[config.mk]
export PLATFORM = sky130hd
export DESIGN_NAME = bit_population_counter_pipe
export DESIGN_NICKNAME = d
export VERILOG_FILES = /design/src/rtl/bit_population_counter_pkg.sv /design/src/rtl/bit_population_counter_stage.sv /design/src/rtl/bit_population_counter_pipe.sv
export SDC_FILE = /design/constraint.sdc
export NUM_CORES = 1
export LEC_CHECK = 0
export CORE_ASPECT_RATIO = 0.75
export CORE_MARGIN = 5
export CORE_UTILIZATION = 52
export DETAILED_ROUTE_END_ITERATION = 7
export PLACE_DENSITY = 0.78
export REMOVE_ABC_BUFFERS = 1
export SLEW_MARGIN = 20
export SYNTH_ARGS = -nofsm -noshare
export SYNTH_HDL_FRONTEND = slang
export SYNTH_HIERARCHICAL = 1
export SYNTH_SLANG_ARGS = --single-unit
export TNS_END_PERCENT = 10
[constraint.sdc]
create_clock -name clk_i -period 3.97 [get_ports clk_i]
set_input_delay 0.794 -clock clk_i [delete_from_list [all_inputs] [get_ports clk_i]]
set_output_delay 0.794 -clock clk_i [all_outputs]
set_load 0.005 [all_outputs]
[src/rtl/bit_population_counter_pkg.sv]
// rtl/bit_population_counter_pkg.sv - shared mode type and tree geometry helpers for the popcount pipe
package bit_population_counter_pkg;

  typedef enum logic {
    CNT_ONES  = 1'b0,
    CNT_ZEROS = 1'b1
  } mode_e;

  function automatic int n_leaf(input int width, input int chunk);
    return (width + chunk - 1) / chunk;
  endfunction

  function automatic int latency(input int width, input int chunk);
    return 1 + $clog2(n_leaf(width, chunk));
  endfunction

  // Element width at a tree level: leaf count width plus one carry bit per level.
  function automatic int level_width(input int level, input int chunk);
    return $clog2(chunk) + 1 + level;
  endfunction

  function automatic int level_elems(input int leaves, input int level);
    return (leaves + (1 << level) - 1) >> level;
  endfunction

endpackage

[src/rtl/bit_population_counter_stage.sv]
// rtl/bit_population_counter_stage.sv - one registered pairwise-sum level of the popcount adder tree
module bit_population_counter_stage
  import bit_population_counter_pkg::*;
#(
  parameter int N_IN = 2,
  parameter int W_IN = 4
) (
  input  logic                                   clk_i,
  input  logic                                   arstn_i,
  input  logic [N_IN*W_IN-1:0]                   in_data,
  input  logic                                   in_val,
  input  logic                                   next_en,
  output logic                                   en,
  output logic [((N_IN+1)/2)*(W_IN+1)-1:0]       out_data,
  output logic                                   out_val
);

  localparam int N_OUT = (N_IN + 1) / 2;
  localparam int W_OUT = W_IN + 1;

  logic [N_OUT*W_OUT-1:0] sum;

  for (genvar i = 0; i < N_OUT; i++) begin : g_pair
    if (2*i + 1 < N_IN) begin : g_add
      assign sum[i*W_OUT +: W_OUT] = W_OUT'(in_data[2*i*W_IN +: W_IN])
                                   + W_OUT'(in_data[(2*i+1)*W_IN +: W_IN]);
    end else begin : g_pass
      // Odd trailing element rides through unchanged.
      assign sum[i*W_OUT +: W_OUT] = W_OUT'(in_data[2*i*W_IN +: W_IN]);
    end
  end

  // A bubble here can always be overwritten, so this level only stalls when full and blocked.
  assign en = !out_val || next_en;

  always_ff @(posedge clk_i or negedge arstn_i) begin
    if (!arstn_i) begin
      out_val  <= 1'b0;
      out_data <= '0;
    end else if (en) begin
      out_val  <= in_val;
      out_data <= sum;
    end
  end

endmodule

[src/rtl/bit_population_counter_pipe.sv]
// rtl/bit_population_counter_pipe.sv - pipelined ones/zeros population counter with bubble-collapsing backpressure
module bit_population_counter_pipe
  import bit_population_counter_pkg::*;
#(
  parameter int WIDTH = 128,
  parameter int CHUNK = 8
) (
  input  logic                   clk_i,
  input  logic                   arstn_i,
  input  logic [WIDTH-1:0]       data_i,
  input  logic                   mode_i,
  input  logic                   data_val_i,
  output logic                   data_ready_o,
  output logic [$clog2(WIDTH):0] data_o,
  output logic                   data_val_o,
  input  logic                   data_ready_i
);

  localparam int N_LEAF = n_leaf(WIDTH, CHUNK);
  localparam int LAT    = latency(WIDTH, CHUNK);
  localparam int PAD_W  = N_LEAF * CHUNK;
  localparam int W0     = level_width(0, CHUNK);
  localparam int OUT_W  = $clog2(WIDTH) + 1;

  logic [WIDTH-1:0]     cond;
  logic [PAD_W-1:0]     padded;
  logic [N_LEAF*W0-1:0] leaf_cnt;

  // Invert before padding so pad bits stay zero in both modes.
  assign cond   = (mode_e'(mode_i) == CNT_ZEROS) ? ~data_i : data_i;
  assign padded = PAD_W'(cond);

  always_comb begin
    leaf_cnt = '0;
    for (int l = 0; l < N_LEAF; l++) begin
      for (int b = 0; b < CHUNK; b++) begin
        leaf_cnt[l*W0 +: W0] = leaf_cnt[l*W0 +: W0] + W0'(padded[l*CHUNK + b]);
      end
    end
  end

  for (genvar k = 0; k < LAT; k++) begin : g_lvl
    localparam int NK = level_elems(N_LEAF, k);
    localparam int WK = level_width(k, CHUNK);

    logic [NK*WK-1:0] q;
    logic             v;
    logic             en;
    logic             en_next;

    if (k == LAT - 1) begin : g_tail
      assign en_next    = data_ready_i;
      assign data_o     = q[OUT_W-1:0];
      assign data_val_o = v;
    end else begin : g_mid
      assign en_next = g_lvl[k+1].en;
    end

    if (k == 0) begin : g_leaf
      assign en           = !v || en_next;
      assign data_ready_o = en;

      always_ff @(posedge clk_i or negedge arstn_i) begin
        if (!arstn_i) begin
          v <= 1'b0;
          q <= '0;
        end else if (en) begin
          v <= data_val_i;
          q <= leaf_cnt;
        end
      end
    end else begin : g_tree
      bit_population_counter_stage #(
        .N_IN (level_elems(N_LEAF, k - 1)),
        .W_IN (level_width(k - 1, CHUNK))
      ) u_stage (
        .clk_i    (clk_i),
        .arstn_i  (arstn_i),
        .in_data  (g_lvl[k-1].q),
        .in_val   (g_lvl[k-1].v),
        .next_en  (en_next),
        .en       (en),
        .out_data (q),
        .out_val  (v)
      );
    end
  end

endmodule
Word-level counts from Yosys, hierarchy flattened

Cells that the tools add are included.

$add $sub $neg: 127
Multiply operators: 0
Div/mod/pow operators: 0
$lt $le $gt $ge: 0
Equality and inequality tests: 0
Shift operators: 0
Muxes and demuxes: 1
Bitwise gates (word level): 1
Reductions and logical operators: 10

Operators by type and width:

| operator         | count |
|---|---|
| $add 4x1->4      | 64 |
| $mux 128         | 1 |
| $not 128->128    | 1 |
| $add 3x1->4      | 16 |
| $add 2x1->3      | 16 |
| $add 4x4->5      | 8 |
| $add 1x1->2      | 16 |
| $add 5x5->6      | 4 |
| $add 6x6->7      | 2 |
| $add 7x7->8      | 1 |
| $logic_not 1->1  | 5 |
| $logic_or 1x1->1 | 5 |

Register bits after elaboration: 155
Latch bits: 0
RAM bits: 0
Bits in read-only memories: 0
Bits of input ports: 133
Output and inout port bits: 10
Logic and storage cells: 149
Memories kept: 0

Longest topological paths before layout

Gate-level depths: netlist of run 1.

Depth in word-level cells: 9
Gate-level depth with buffers: 20

Modules after synthesis

Netlist of run 1, hierarchy kept.

By module, submodules not included:

| module                                                  | times used | cells each | area an instance (um^2) |
|---|---|---|---|
| bit_population_counter_pipe                             | 1          | 564        | 6,324.8 |
| bit_population_counter_stage at g_lvl[1].g_tree.u_stage | 1          | 254        | 2,602.5 |
| bit_population_counter_stage at g_lvl[2].g_tree.u_stage | 1          | 160        | 1,534.0 |
| bit_population_counter_stage at g_lvl[3].g_tree.u_stage | 1          | 103        | 984.7 |
| bit_population_counter_stage at g_lvl[4].g_tree.u_stage | 1          | 65         | 618.1 |

Worst setup path before layout of run 1

Ideal clock, no wire load.

Path kind: in2reg
Start: input mode_i
End: register g_lvl[0].q[34]
Library setup time: 125 ps
Data arrival time: 4,023 ps
Required time: 3,845 ps
Slack: -178 ps
Stages: 14
Buffers on the path: 2
Cells stage by stage: buf_2 buf_2 xnor2_1 fa_1 inv_1 fa_1 inv_1 fa_1 inv_1 ha_1 inv_1 fa_1 xnor2_1 mux2_4

Cells in the longest elaborated chain, start to end: 8

Ends and longest elaborated chain:

| what                     | RTL line                          | source |
|---|---|---|
| start, declared          | bit_population_counter_pipe.sv:11 | `input logic mode_i,` |
| $mux 128 (*)             | bit_population_counter_pipe.sv:30 | `assign cond = (mode_e'(mode_i) == CNT_ZEROS) ? ~data_i : data_i;` |
| $add 1x1->2              | bit_population_counter_pipe.sv:37 | `leaf_cnt[l*W0 +: W0] = leaf_cnt[l*W0 +: W0] + W0'(padded[l*CHUNK + b]);` |
| $add 2x1->3              | bit_population_counter_pipe.sv:37 |  |
| $add 3x1->4              | bit_population_counter_pipe.sv:37 |  |
| $add 4x1->4 (3 in a row) | bit_population_counter_pipe.sv:37 |  |
| $add 4x1->4 (*)          | bit_population_counter_pipe.sv:37 |  |
| end signal, assigned     | bit_population_counter_pipe.sv:69 | `q <= leaf_cnt;` |
| end, declared            | bit_population_counter_pipe.sv:46 | `logic [NK*WK-1:0] q;` |

Every way passes the cells marked *; elsewhere a longest branch is shown, timed or not.
A chain may end at the register's enable or synchronous reset.

Worst setup path in the final report of run 1

Start: input data_i[64]
End: register g_lvl[0].q[34]

Cells in the longest elaborated chain, start to end: 9

Ends and longest elaborated chain:

| what                         | RTL line                          | source |
|---|---|---|
| start, declared              | bit_population_counter_pipe.sv:10 | `input logic [WIDTH-1:0] data_i,` |
| $not 128->128                | bit_population_counter_pipe.sv:30 |  |
| $mux 128 (*)                 | bit_population_counter_pipe.sv:30 |  |
| $add 1x1->2 (*)              | bit_population_counter_pipe.sv:37 |  |
| $add 2x1->3 (*)              | bit_population_counter_pipe.sv:37 |  |
| $add 3x1->4 (*)              | bit_population_counter_pipe.sv:37 |  |
| $add 4x1->4 (*) (4 in a row) | bit_population_counter_pipe.sv:37 |  |

Marked as above.

==> summary.txt, run 1 <==
vias in the first global route: 8696
Synth-to-Final Area Change: 19.7%
Max-Cap Viols: 0
post-synth cell types: 41
Slew Limit Fails: 0
Antenna diodes: 0
post-detail-place hpwl: 17.6 mm
period utilization: 0.953
synthesis-stage register bit count: 155
cell chain of the critical path: clkdlybuf4s50_1, xnor2_1, fa_1, inv_1, fa_1, inv_1, fa_1, inv_1, ha_1, inv_1, fa_1, xnor2_1, mux2_4
fin util: 0.629
first-iteration detailed-routing DRC count: 356
Tightest Pin Transition: 0.972 ns
DIE WIDTH: 186 um
Gate Count Post-Synth: 1146
Post-CTS Setup Repair Bufs: 0
share of layout cells above drive strength 1: 0.107
Area after DPL: 13900 um^2
Slew HR: 0.352
slowest CP cell: fa_1
post-route non-filler standard cell count: 1608
outcome: finished, final reports clean
initial core utilization: 0.526
clk_skew: 0.00587 ns
syn avg cell area: 10.5 um^2
Reg2Reg Setup Slack: 1.43 ns
Reg-to-Reg End: g_lvl[0].q[22]
gpl congestion: 0.817
DR WL/cell: 14.4 um
clock slew at reported path FFs: 0.06 ns
Crit path required time: 4.28 ns
RSZ-0062 raised after global routing: false
Skew-Pair Late Insertion Delay: 0.42 ns
# DRC: 0
peak supply drop: 374 uV
TNS Setup: 0 ns
Num CTS Buffers: 17
total die area: 26400 um^2
Post-Place Cells: 1577
clk sink count: 155
via count: 8150
cell area after synthesis: 12100 um^2
R2R Path Start: g_lvl[4].g_tree.u_stage/out_val
number of gates resized after CTS: 0
CP startpoint kind: input pin
H-tree levels: 4
largest net degree at the start of global routing: 80
post-route cell area: 14400 um^2
Routed Antenna Nets: 0
Post-synth EDFFs: 0
DR vias/cell: 5.07
core area: 22900 um^2
drt pass-1 iters: 5
Final Hold Fails: 0
Remaining Overflow, GRT: 0
Crit Path Class: input pin to flip-flop
Tot GR Track Use: 0.188
PortBufs: 142
Root Driver: clkbuf_16
Seq/Total Area, Yosys: 0.322
Rows: 48
worst-case reg-to-reg path depth: 12
Synth Warn #: 6
first-pass GRT wire length: 40.8 mm
final setup vio count: 0
die height: 142 um
antenna violations before repair: 0
drt total wl: 23.2 mm
clock buffer depth: 2
crit path capture type: flip-flop
prevailing post-synth register cell: dfrtp_1
power density over the cells: 730 nW/um^2
nets@finish: 1627
hold_buf cts: 0
Pleak: 6.80 nW
worst path arrival time: 4.09 ns
CTS tree: done
maximum clock rate: 0.264 GHz
Max stage delay on crit path: 0.56 ns
Async S/R FF share, synth: 1.00
crit path max fanout: 2
Hold Crit Class: input pin to async pin
I/O pin count: 143
minimum clock period after layout: 3.78 ns
==> state kept, by name, summed over array words and instances (netlist names) <==
signal                         flops
g_lvl.g_tree.u_stage/out_data     86
g_lvl.q                           64
g_lvl.g_tree.u_stage/out_val       4
g_lvl.v                            1
==> worst max path at each step <==
stage	from	end	slack, ns	depth (start not counted)
6_report	data_i[64]	g_lvl[0].q[34]	0.19	13
5_1_grt	data_i[64]	g_lvl[0].q[34]	0.02	13
4_1_cts	data_i[32]	g_lvl[0].q[18]	0.17	12
3_5_place_dp	data_i[32]	g_lvl[0].q[18]	-0.28	12
3_3_place_gp	data_i[8]	g_lvl[0].q[6]	-0.20	13
2_1_floorplan	data_ready_i	data_ready_o	-2.95	10
==> cell usage in the layout, fill, tap and decap left out, drive strengths merged, types with 35 or more instances in the layout <==
cell / Yosys / final
a21oi: 85 / 85
buf: 35 / 35
clkdlybuf4s50: 0 / 140
dfrtp: 155 / 155
fa: 79 / 79
ha: 119 / 119
inv: 135 / 135
nand2: 88 / 88
nor2: 57 / 57
o21ai: 46 / 46
xnor2: 67 / 67
xor2: 111 / 111
==> where the power goes <==
group	leakage, nW	internal, W	switching [W]	total (W)
clock network	0.273	0.000977	0.000643	0.00162
logic	4.66	0.00302	0.00295	0.00597
registers	1.87	0.00239	0.000567	0.00296
==> layout make-up <==
| type | count | area [um^2] |
|---|---|---|
| inverter | 136 | 520 |
| sequential | 155 | 3880 |
| multi-input combinational | 811 | 7390 |
| tap | 300 | 375 |
| timing repair buffer | 175 | 1700 |
| fill | 1863 | 8500 |
| clock buffer | 18 | 429 |
| clock inverter | 13 | 153 |
==> metal layers <==
layer	vias up	wire length (um)	track usage	share of wire
met5	-	0	0	0
met4	0	306	0.0448	0.013
met3	24	1040	0.0351	0.045
met2	143	10700	0.301	0.46
met1	3936	11100	0.269	0.48
li1	4047	-	-	-
==> cells in the mapped netlist, types with 2 or more instances <==
cell type / n / area, um^2
nor2_2: 15 / 93.8
nor2b_4: 4 / 55.1
buf_4: 3 / 22.5
a211oi_1: 15 / 113
o21a_1: 5 / 37.5
o211ai_1: 2 / 15.0
nor2b_1: 11 / 68.8
a21o_1: 23 / 173
buf_6: 9 / 101
o21ai_1: 3 / 15.0
xor2_1: 111 / 972
fa_1: 79 / 1580
a21oi_2: 19 / 166
nor3b_1: 16 / 120
nor2_1: 42 / 158
inv_1: 132 / 495
buf_2: 22 / 110
dfrtp_1: 155 / 3880
o21ai_0: 43 / 215
o31a_1: 4 / 35.0
nand3b_1: 16 / 120
mux2_4: 31 / 465
a21oi_1: 66 / 330
o31ai_1: 21 / 158
clkbuf_1: 8 / 30.0
ha_1: 119 / 1490
nand2_1: 88 / 330
xnor2_1: 67 / 587
nand2b_1: 5 / 31.3
==> stage by stage <==
step / setup slack, ns / power (W) / hold WS [ns]
2_1_floorplan: -2.95 / 0.00736 / 0.426
3_3_place_gp: -0.198 / 0.00862 / 0.437
3_5_place_dp: -0.278 / 0.00894 / 0.436
4_1_cts: 0.168 / 0.0107 / 0.431
5_1_grt: 0.0155 / 0.0117 / 0.460
6_report: 0.188 / 0.0105 / 0.409
==> cell families (layout without fill, tap and decap cells) <==
kind of cell / Yosys count / in the layout / synth area share
AO/OA/AOI/OAI: 204 / 204 / 0.106
adder cells (fa/ha/maj): 198 / 198 / 0.255
buffers and inverters: 180 / 342 / 0.0667
flip-flops: 155 / 155 / 0.322
AND/OR/NAND/NOR: 198 / 198 / 0.0814
multiplexers: 33 / 33 / 0.0403
XOR/XNOR: 178 / 178 / 0.129
==> critical path, delay by kind of cell <==
family,cells,cell delay (ns)
adders and majority gates,5,2.10
buffers and inverters,5,0.66
muxes,1,0.25
xor gates and xnor gates,2,0.29
No activity file was read; power rests on OpenSTA's default activity.
==> run 2, diff against run 1 <==
--- a/config.mk
+++ b/config.mk
@@ -11,7 +11,7 @@
 export DETAILED_ROUTE_END_ITERATION = 7
 export PLACE_DENSITY = 0.78
 export REMOVE_ABC_BUFFERS = 1
-export SLEW_MARGIN = 20
+export SLEW_MARGIN = 10
 export SYNTH_ARGS = -nofsm -noshare
 export SYNTH_HDL_FRONTEND = slang
 export SYNTH_HIERARCHICAL = 1
==> results of run 2 <==
Final layout, timing and power as in run 1 (identical DEF).
==> run 3, diff against run 2 <==
--- a/config.mk
+++ b/config.mk
@@ -7,9 +7,10 @@
 export LEC_CHECK = 0
 export CORE_ASPECT_RATIO = 0.75
 export CORE_MARGIN = 5
-export CORE_UTILIZATION = 52
+export CORE_UTILIZATION = 53
 export DETAILED_ROUTE_END_ITERATION = 7
-export PLACE_DENSITY = 0.78
+export HOLD_SLACK_MARGIN = 0.06
+export PLACE_DENSITY = 0.76
 export REMOVE_ABC_BUFFERS = 1
 export SLEW_MARGIN = 10
 export SYNTH_ARGS = -nofsm -noshare
==> constraint.sdc (replaced) <==
create_clock -name clk_i -period 4.1 [get_ports clk_i]
set_input_delay 0.82 -clock clk_i [delete_from_list [all_inputs] [get_ports clk_i]]
set_output_delay 0.82 -clock clk_i [all_outputs]
set_load 0.005 [all_outputs]
==> summary.txt, run 3 (synthesis gave the netlist of run 1 again) <==
outcome: finished, final reports clean (unchanged)
Slew Limit Fails: 0 (unchanged)
total power: 0.0104 W (was 0.0105 W)
most frequent cells in the layout: dfrtp_1, clkdlybuf4s50_1, inv_1 (unchanged)
largest registers: g_lvl.g_tree.u_stage/out_data (86), g_lvl.q (64), g_lvl.g_tree.u_stage/out_val (4) (unchanged)
first-iteration detailed-routing DRC count: 393 (was 356)
Reg with most FFs: g_lvl.g_tree.u_stage/out_data (unchanged)
Sw Share: 0.385 (was 0.394)
Routed Antenna Nets: 0 (unchanged)
clk sink count: 155 (unchanged)
vias in the first global route: 8544 (was 8696)
Crit Path Class: input pin to primary output (was input pin to flip-flop)
largest net degree at the start of global routing: 85 (was 80)
Slew HR: 0.362 (was 0.352)
clock slew at reported path FFs: 0.06 ns (about the same)
hold_buf cts: 0 (unchanged)
Remaining Overflow, GRT: 0 (unchanged)
Hold Crit Class: input pin to async pin (unchanged)
Reg power frac: 0.276 (was 0.280)
crit path capture type: primary output (was flip-flop)
combinational power share: 0.553 (was 0.566)
CP startpoint kind: input pin (unchanged)
Post-Place Cells: 1566 (was 1577)
PortBufs: 142 (unchanged)
number of gates resized after CTS: 0 (unchanged)
share of layout cells above drive strength 1: 0.105 (was 0.107)
Rows: 47 (was 48)
drt total wl: 22.8 mm (was 23.2 mm)
Post-CTS Setup Repair Bufs: 0 (unchanged)
clock buffer depth: 2 (unchanged)
Fin Hold WS: 0.445 ns (was 0.409 ns)
final setup vio count: 0 (unchanged)
H-tree levels: 4 (unchanged)
Antenna diodes: 0 (unchanged)
clk_skew: 0.00893 ns (was 0.00587 ns)
Tot GR Track Use: 0.191 (was 0.188)
clock power share: 0.172 (was 0.154)
post-detail-place hpwl: 17.0 mm (was 17.6 mm)
worst setup margin: 0.271 ns (was 0.188 ns)
Pleak: 6.84 nW (was 6.80 nW)
RSZ-0062 raised after global routing: false (unchanged)
core area: 22200 um^2 (was 22900 um^2)
Max-Cap Viols: 0 (unchanged)
total die area: 25900 um^2 (was 26400 um^2)
maximum clock rate: 0.261 GHz
die height: 141 um (was 142 um)
Crit path required time: 3.28 ns (was 4.28 ns)
gpl congestion: 0.782 (was 0.817)
antenna violations before repair: 0 (unchanged)
Synth-to-Final Area Change: 20.4% (was 19.7%)
nets@finish: 1622 (was 1627)
CTS tree: done (unchanged)
DIE WIDTH: 184 um (was 186 um)
Root Driver: clkbuf_16 (unchanged)
post-route non-filler standard cell count: 1598 (was 1608)
crit path max fanout: 2 (unchanged)
I/O pin count: 143 (unchanged)
Tightest Pin Transition: 0.957 ns (was 0.972 ns)
first-pass GRT wire length: 40.8 mm (about the same)
Final Hold Fails: 0 (unchanged)
initial core utilization: 0.543 (was 0.526)
post-placement setup slack: -0.172 ns (was -0.278 ns)
power density over the cells: 714 nW/um^2 (was 730 nW/um^2)
minimum clock period after layout: 3.83 ns
DR WL/cell: 14.3 um (was 14.4 um)
period utilization: 0.934
P_int: 0.00638 W (was 0.00639 W)
DR vias/cell: 4.98 (was 5.07)
max reg flops: 86 (unchanged)
fin util: 0.653 (was 0.629)
peak supply drop: 378 uV (was 374 uV)
Skew-Pair Late Insertion Delay: 0.43 ns (was 0.42 ns)
switching power of the nets: 0.00400 W (was 0.00416 W)
worst path arrival time: 3.01 ns (was 4.09 ns)
worst-case reg-to-reg path depth: 12 (unchanged)
Num CTS Buffers: 17 (unchanged)
leading cell type in the layout, fill and taps excluded: dfrtp_1 (unchanged)
via count: 7953 (was 8150)
drt pass-1 iters: 4 (was 5)
# DRC: 0 (unchanged)
==> run 3: changes by cell type in the layout (fill, tap and decap cells not counted), sizes merged <==
cell / change
buf: -5
clkinv: -4
inv: +3
bufinv: +2
clkbuf: +2
clkinvlp: -2
==> run 3: worst max-delay path, cell delays in order <==
cell and delay (ns):
clkdlybuf4s50_1 0.40, nor2b_1 0.16, clkinv_1 0.12, nor2b_1 0.19
inv_1 0.09, nor2b_2 0.19, inv_2 0.07, nor2b_4 0.18
inv_8 0.03, nor2b_2 0.24, inv_4 0.04, clkdlybuf4s50_1 0.45
==> run 3: final cells by class <==
class,instances,area (um^2)
repair buffers,170,1700
well taps,294,368
fillers,1801,7700
multi-input cells,811,7390
clock inverters,12,208
clock buffers,20,467
flip-flops and latches,155,3880
inverters,136,520
==> run 3: routing by layer <==
| layer | up-vias | wire (um) | global-route usage |
|---|---|---|---|
| li1 | 4034 | - | - |
| met1 | 3759 | 11100 | 0.275 |
| met2 | 134 | 10500 | 0.298 |
| met3 | 26 | 840 | 0.0340 |
| met4 | 0 | 340 | 0.0541 |
| met5 | - | 0 | 0 |
==> run 3: worst paths after layout <==
path                                                    to                            start  slack, ns
min in group clk_i         g_lvl[4].g_tree.u_stage/out_val  g_lvl[3].g_tree.u_stage/out_val       0.46
min reg2reg                g_lvl[4].g_tree.u_stage/out_val  g_lvl[3].g_tree.u_stage/out_val       0.46
max reg2reg                                 g_lvl[0].q[32]  g_lvl[4].g_tree.u_stage/out_val       1.48
min                                          g_lvl[0].q[4]                          arstn_i       0.45
max                                           data_ready_o                     data_ready_i       0.27
max in group asynchronous                       g_lvl[0].v                          arstn_i       2.80
==> run 3: per-stage QoR <==
stage	instance area [um^2]	TNS, ns
3_3_place_gp	13800	-0.886
2_1_floorplan	11800	-202.48
6_report	14500	0
4_1_cts	14500	0
5_1_grt	14500	0
3_5_place_dp	13800	-1.87
==> run 3: power groups by stage <==
stage          clock network (W)  logic, W  registers, W
2_1_floorplan                  0   0.00443       0.00270
3_3_place_gp                   0   0.00550       0.00285
3_5_place_dp                   0   0.00574       0.00287
4_1_cts                  0.00181   0.00582       0.00287
5_1_grt                  0.00189   0.00659       0.00296
6_report                 0.00178   0.00573       0.00286
